## config.mk

```make
export PLATFORM = sky130hd
export DESIGN_NAME = sum_block_accum
export DESIGN_NICKNAME = d
export VERILOG_FILES = /design/src/rtl/sum_block_accum.sv
export SDC_FILE = /design/constraint.sdc
export NUM_CORES = 1
export LEC_CHECK = 0
export BUFFER_PORTS_ARGS = -buffer_cell sky130_fd_sc_hd__buf_2
export CORE_ASPECT_RATIO = 2
export CORE_MARGIN = 2
export CORE_UTILIZATION = 40
export CTS_CLUSTER_SIZE = 10
export DETAILED_ROUTE_END_ITERATION = 16
export GPL_ROUTABILITY_DRIVEN = 0
export PLACE_DENSITY = 0.66
export REMOVE_ABC_BUFFERS = 1
export SLEW_MARGIN = 5
export SYNTH_ARGS = -nofsm -noshare
export SYNTH_HDL_FRONTEND = slang
export SYNTH_SLANG_ARGS = --single-unit
```

## constraint.sdc

```tcl
create_clock -name clk -period 3.3 [get_ports clk]
set_input_delay 0.495 -clock clk [delete_from_list [all_inputs] [get_ports clk]]
set_output_delay 0.495 -clock clk [all_outputs]
set_load 0.05 [all_outputs]
```

## src/rtl/sum_block_accum.sv

```systemverilog
// sum_block_accum
//   Accumulates a programmed number of unsigned DATA_W-bit sums from the
//   registered adder stage into a saturating ACC_W-bit total. It presents the
//   block result on a valid/ready handshake.
//
// Ports
//   clk          rising-edge clock
//   rst          asynchronous active-high reset
//   start        begin a block (honoured only while idle)
//   num_samples  samples per block, captured on the accepted start
//   in_valid     in_data carries a valid sum this cycle
//   in_data      unsigned sum from the adder stage
//   out_ready    consumer takes the result this cycle
//   out_valid    out_sum/out_ovf hold a completed block result
//   out_sum      block total, saturated at all ones
//   out_ovf      saturation occurred somewhere in the block
//   busy         block in progress or result pending
module sum_block_accum #(
   parameter int DATA_W = 12,
   parameter int ACC_W  = 16,
   parameter int CNT_W  = 8
) (
   input  logic              clk,
   input  logic              rst,
   input  logic              start,
   input  logic [CNT_W-1:0]  num_samples,
   input  logic              in_valid,
   input  logic [DATA_W-1:0] in_data,
   input  logic              out_ready,
   output logic              out_valid,
   output logic [ACC_W-1:0]  out_sum,
   output logic              out_ovf,
   output logic              busy
);

   localparam logic [1:0] IDLE  = 2'd0;
   localparam logic [1:0] ACCUM = 2'd1;
   localparam logic [1:0] DONE  = 2'd2;

   logic [1:0]       state_q, state_d;
   logic [ACC_W-1:0] acc_q, acc_d;
   logic [CNT_W-1:0] cnt_q, cnt_d;
   logic [CNT_W-1:0] target_q, target_d;
   logic             ovf_q, ovf_d;
   logic             out_valid_q, out_valid_d;
   logic [ACC_W-1:0] out_sum_q, out_sum_d;
   logic             out_ovf_q, out_ovf_d;
   logic             busy_q, busy_d;

   // One extra bit so the carry out of the accumulator reveals saturation.
   logic [ACC_W:0]   sum_ext;
   logic [ACC_W-1:0] acc_upd;
   logic             ovf_upd;
   logic [CNT_W-1:0] last_cnt;

   assign sum_ext  = {1'b0, acc_q} + {{(ACC_W+1-DATA_W){1'b0}}, in_data};
   assign acc_upd  = sum_ext[ACC_W] ? {ACC_W{1'b1}} : sum_ext[ACC_W-1:0];
   assign ovf_upd  = ovf_q | sum_ext[ACC_W];
   // target is never zero in ACCUM, so this does not underflow there.
   assign last_cnt = target_q - CNT_W'(1);

   always_comb begin
      state_d     = state_q;
      acc_d       = acc_q;
      cnt_d       = cnt_q;
      target_d    = target_q;
      ovf_d       = ovf_q;
      out_valid_d = out_valid_q;
      out_sum_d   = out_sum_q;
      out_ovf_d   = out_ovf_q;
      case (state_q)
         IDLE: begin
            if (start) begin
               if (num_samples != '0) begin
                  target_d = num_samples;
                  acc_d    = '0;
                  cnt_d    = '0;
                  ovf_d    = 1'b0;
                  state_d  = ACCUM;
               end else begin
                  // Empty block: report a zero result straight away.
                  out_sum_d   = '0;
                  out_ovf_d   = 1'b0;
                  out_valid_d = 1'b1;
                  state_d     = DONE;
               end
            end
         end
         ACCUM: begin
            if (in_valid) begin
               acc_d = acc_upd;
               ovf_d = ovf_upd;
               cnt_d = cnt_q + CNT_W'(1);
               // Final sample: publish the updated value on this same edge.
               if (cnt_q == last_cnt) begin
                  out_sum_d   = acc_upd;
                  out_ovf_d   = ovf_upd;
                  out_valid_d = 1'b1;
                  state_d     = DONE;
               end
            end
         end
         DONE: begin
            // start is deliberately ignored here, even alongside out_ready.
            if (out_ready) begin
               out_valid_d = 1'b0;
               state_d     = IDLE;
            end
         end
         default: state_d = IDLE;
      endcase
      busy_d = (state_d != IDLE);
   end

   always_ff @(posedge clk or posedge rst) begin
      if (rst) begin
         state_q     <= IDLE;
         acc_q       <= '0;
         cnt_q       <= '0;
         target_q    <= '0;
         ovf_q       <= 1'b0;
         out_valid_q <= 1'b0;
         out_sum_q   <= '0;
         out_ovf_q   <= 1'b0;
         busy_q      <= 1'b0;
      end else begin
         state_q     <= state_d;
         acc_q       <= acc_d;
         cnt_q       <= cnt_d;
         target_q    <= target_d;
         ovf_q       <= ovf_d;
         out_valid_q <= out_valid_d;
         out_sum_q   <= out_sum_d;
         out_ovf_q   <= out_ovf_d;
         busy_q      <= busy_d;
      end
   end

   assign out_valid = out_valid_q;
   assign out_sum   = out_sum_q;
   assign out_ovf   = out_ovf_q;
   assign busy      = busy_q;

endmodule

```

# Word level (Yosys, flattened, before mapping)

Index checks and enable logic that the tools add are counted.

Input bits: 25
Logic and storage cells: 66
Register bits after elaboration: 54
Output and inout bits: 19

Muxes and demuxes: 35
Bitwise operators: 1
Eq/ne operators: 9
$add $sub $neg: 3
Reductions and logical operators: 9

Operators by type and width:

| cell                                              | count |
|---|---|
| 2-to-1 mux 16 bit                                 | 8 |
| one-hot mux 16 bit (2 select lines)               | 2 |
| 2-to-1 mux 8 bit                                  | 3 |
| adder 16 x 12 -> 17 bit                           | 1 |
| one-hot mux 8 bit (2 select lines)                | 1 |
| 2-to-1 mux 1 bit                                  | 12 |
| != test 2 bit (second input constant)             | 6 |
| 2-to-1 mux 2 bit                                  | 5 |
| adder 8 x 1 -> 8 bit (second input constant)      | 1 |
| == test 8 bit                                     | 1 |
| nonzero test 8 bit                                | 1 |
| subtractor 8 x 1 -> 8 bit (second input constant) | 1 |
| one-hot mux 2 bit (3 select lines)                | 1 |
| AND reduction 6 bit                               | 1 |
| AND reduction 5 bit                               | 1 |
| one-hot mux 1 bit (2 select lines)                | 2 |
| AND reduction 4 bit                               | 1 |
| nonzero test 2 bit                                | 2 |
| one-hot mux 1 bit (3 select lines)                | 1 |
| AND reduction 3 bit                               | 1 |
| nonzero test 3 bit                                | 1 |
| == test 2 x 1 -> 1 bit (second input constant)    | 1 |
| == test 2 bit (second input constant)             | 1 |
| zero test 2 bit                                   | 1 |
| OR 1 bit                                          | 1 |

# Logic depth before layout (Yosys ltp)

Depth after elaboration: 6
Gate-level depth with buffers: 12
Depth with buffers taken out: 10

# Least setup slack after synthesis

OpenSTA, ideal clock, no wires.

Path type: input port to flip-flop
From: input port in_data[0]
To: register out_sum_q[14], in the netlist out_sum[14]
Stages on the path: 11
Path buffers: 1
Path slack: 874 ps
Setup time: 128 ps
Arrival time: 2298 ps
Data required time: 3172 ps
Path through: ha_1 > inv_1 > fa_1 > nor2b_1 > o31a_1 > o2111a_1 > or2_1 > buf_6 > and4bb_1 > nor3_1 > mux2_1

Longest elaborated chain between the ends: 5

RTL lines:

| what                                | line | source |
|---|---|---|
| from (decl)                         | 28   | `input logic [DATA_W-1:0] in_data,` |
| adder 16 x 12 -> 17 bit             | 56   | `assign sum_ext = {1'b0, acc_q} + {{(ACC_W+1-DATA_W){1'b0}}, in_data};` |
| 2-to-1 mux 16 bit                   | 57   | `assign acc_upd = sum_ext[ACC_W] ? {ACC_W{1'b1}} : sum_ext[ACC_W-1:0];` |
| 2-to-1 mux 16 bit                   | 95   | `if (cnt_q == last_cnt) begin` |
| 2-to-1 mux 16 bit                   | 90   | `if (in_valid) begin` |
| one-hot mux 16 bit (2 select lines) | 71   | `case (state_q)` |
| to (signal assigned)                | 133  | `out_sum_q <= out_sum_d;` |
| to (decl)                           | 46   | `logic [ACC_W-1:0] out_sum_q, out_sum_d;` |

No other way between the ends. The select of a mux whose other input is x is not followed.
A chain may end at the register's enable or synchronous reset.

# Worst setup path after layout

From: register target_q[0]
To: register out_sum_q[14], in the netlist out_sum[14]

Longest elaborated chain between the ends: 4

RTL lines:

| what                          | line | source |
|---|---|---|
| from (decl)                   | 43   | `logic [CNT_W-1:0] target_q, target_d;` |
| from (signal assigned)        | 130  | `target_q <= target_d;` |
| subtractor 8 x 1 -> 8 bit     | 60   | `assign last_cnt = target_q - CNT_W'(1);` |
| == test 8 bit                 | 95   |  |
| != test 2 bit (no line)       | -    |  |
| AND reduction 5 bit (no line) | -    |  |

No other way between the ends.

==> metrics.cfg <==
[status]
status=finished clean

[clock_network]
hold_buffers=0
root_buffer=clkbuf_16
cts_resized=0
htree_levels=2
cts_buffers=5
clockBufferDepth=2
cts.clk_slew.worst_paths_ns=0.07
postCtsSetupBuffers=0
cts_tree=done
cts_sinks=54
clock_latency_ns=0.30

[drt]
wl_met1_mm=2.93
via_per_inst=5.60
wl_per_cell_um=16.6
drtIter0Drc=81
met2_length_mm=4.40
first_pass_iters=4
num_vias=2630
met3_length_um=218
drt_wl_total_mm=7.79
ant_nets=0
routed.top_layer=met4
route.detailed.drc=0

[global_routing]
grt_pass1_vias=2644
grt_first_pass_wirelength_mm=12.9
overflow=0
track_usage_pct=19.2
grt_max_degree=35
grt_antenna_before_repair=0

[synth]
synth_area_leaders=dfrtp_1 (41%), ha_1 (5.4%), o21ai_0 (3.5%)
synth_edf_count=0
synthAdderAreaFrac_pct=5.99
synth_area_mm2=0.00326
synth-simple-area-share_pct=17.9
netlist_instances=333
synth_xor_area_share_pct=4.57
ys_seq_elements=54
ys_warn_count=0
synthArstFlopShare_pct=100
seq_area_frac_synth_pct=41.5
muxShareOfSynthArea_pct=3.34
synthFlopType=dfrtp_1
synth_cell_types=65
synth_top_area_share_pct=41.5
synth_compound_area_share_pct=22.2
avgSynthCellArea_um2=9.78
synth_top_family_by_area=compound AO/OA/AOI/OAI gates
synth_common_cells=dfrtp_1 (54), nand2_1 (29), o21ai_0 (23), a21oi_1 (17), nor2_1 (17)
synth.most_common_cell=dfrtp_1
synth_area_leader_cell=dfrtp_1

[critical_path]
crit_type=reg2reg
crit_required_ns=3.48
slowest_delay_ns=0.41
regToRegSetupSlack_ns=0.68
ff2ff_path_depth=9
r2r_end=out_sum[14]$_DFFE_PP0P_
cp_cell_sequence=inv_1, ha_1, xnor2_1, a221oi_1, a41oi_1, nor3_2, and4_2, nor2_4, mux2_1
crit_buf_inv=1
crit_family=simple AND/OR/NAND/NOR gates
timing.rr.start=target_q[0]$_DFFE_PP0P_
start_kind=flop
crit_slowest_cell=dfrtp_1
endpoint_kind=flop
crit_fanout=17
arrival_ns=2.80

[sta]
fmax_mhz=381
slew_viol_final=0
timing.final.hold_violations=0
fin_worst_skew_ns=0.00816
fin_crit_sh_pct=79.5
period_needed_ns=2.62
max_slew_margin_pct=49.0
timing.hold.ws_ns=0.196
fin_setup_tns_ns=0
tightest_slew_ns=0.762
rsz0062_at_grt=false
setup_viol=0

[power]
combPwrFrac_pct=49.7
power.density_mw_per_mm2=923
leakagePower_nw=1.73
p_switching_mw=1.52
clockPowerShare_pct=18.1
ir_worst_vdd_mv=0.524
p_sw_share_pct=44.5
seqPwrFrac_pct=32.1
p_int_mw=1.89

[die]
die_h_um=132
initial_core_util_pct=41.0
die_x_um=67.8
ios=44
core_mm2=0.00794
die_area_mm2=0.00892
rows=46

[finish]
drive_above_1_share_pct=20.6
diodes=0
nets=413
final-instance-count-excl-fill=470
final_core_util_pct=46.6
areaGrowthSynthToFinish_pct=13.6

[hold_path]
hold_path_class=in2async

[place]
dp_cells=462
place.detailed.hpwl_mm=6.01
io_buffers=43

[run]
maxCapViolCount=0

## power groups by stage
| stage | sequential (mW) | combinational, mW | clock (mW) |
|---|---|---|---|
| CTS | 1.10 | 1.71 | 0.638 |
| floorplan | 1.32 | 1.07 | 0 |
| global route | 1.13 | 1.88 | 0.662 |
| finish | 1.10 | 1.70 | 0.620 |
| detailed placement | 1.11 | 1.70 | 0 |
| global placement | 1.11 | 1.67 | 0 |
## layout by cell type, fill, tap and decap left out, drive strengths merged, types with 3 or more instances in the layout
master,count
a211oi,5
a21o,6
a21oi,18
a22o,8
a41oi,3
buf,47
clkbuf,5
dfrtp,54
ha,14
inv,15
mux2,7
mux2i,3
nand2,29
nand2b,5
nand3,12
nor2,24
nor2b,6
nor3,9
o21a,5
o21ai,29
o2bb2ai,10
or3,3
xnor2,11
xor2,6
## state kept, by name, indices dropped and copies added, names as in the netlist
| signal | count |
|---|---|
| target_q | 8 |
| ovf_q | 1 |
| cnt_q | 8 |
| state_q | 2 |
| busy | 1 |
| out_ovf | 1 |
| out_sum | 16 |
| out_valid | 1 |
| acc_q | 16 |
## layout make-up
cell class                      count  area [um^2]
Tap cell                           96          120
Timing Repair Buffer               47          245
Inverter                           14         52.6
Multi-Input combinational cell    251         1760
Sequential cell                    54         1350
Clock inverter                      3         48.8
Clock buffer                        5          125
Fill cell                         768         4240
## how the worst max path moves through the flow
stage,cells past startpoint,to,startpoint
after floorplan,10,out_sum[14]$_DFFE_PP0P_,in_data[0]
after global placement,11,out_sum[14]$_DFFE_PP0P_,in_data[0]
after detailed placement,11,out_sum[14]$_DFFE_PP0P_,in_data[0]
after CTS,9,out_sum[14]$_DFFE_PP0P_,target_q[0]$_DFFE_PP0P_
after global routing,9,out_sum[14]$_DFFE_PP0P_,target_q[0]$_DFFE_PP0P_
final,9,out_sum[14]$_DFFE_PP0P_,target_q[0]$_DFFE_PP0P_
## per-layer routing
metal  global-route usage [%]  vias to the layer above
li1                         -                     1297
met2                     34.9                       51
met3                     2.65                       16
met5                        0                        -
met1                     21.1                     1266
met4                     8.00                        0
## per-stage QoR
step	setup WS, ns	instance area [um^2]	total power [mW]
after global placement	0.605	3530	2.78
after CTS	0.693	3700	3.45
after floorplan	0.868	3160	2.39
after detailed placement	0.543	3530	2.81
final	0.675	3700	3.42
after global routing	0.524	3700	3.67
## worst register-to-register path, cell delays in order (launching register included)
cell	delay (ns)
dfrtp_1	0.41
inv_1	0.07
ha_1	0.29
xnor2_1	0.24
a221oi_1	0.11
a41oi_1	0.22
nor3_2	0.10
and4_2	0.30
nor2_4	0.41
mux2_1	0.37
## cell families (layout without fill, tap and decap cells)
logic type               count (synthesis)  in the layout
AND/OR/NAND/NOR                        106            106
AO/OA/AOI/OAI                          103            103
adder cells (fa/ha/maj)                 15             15
buffers and inverters                   28             69
XOR/XNOR                                17             17
flip-flops                              54             54
multiplexers                            10             10
No activity file was read; power rests on OpenSTA's default activity.
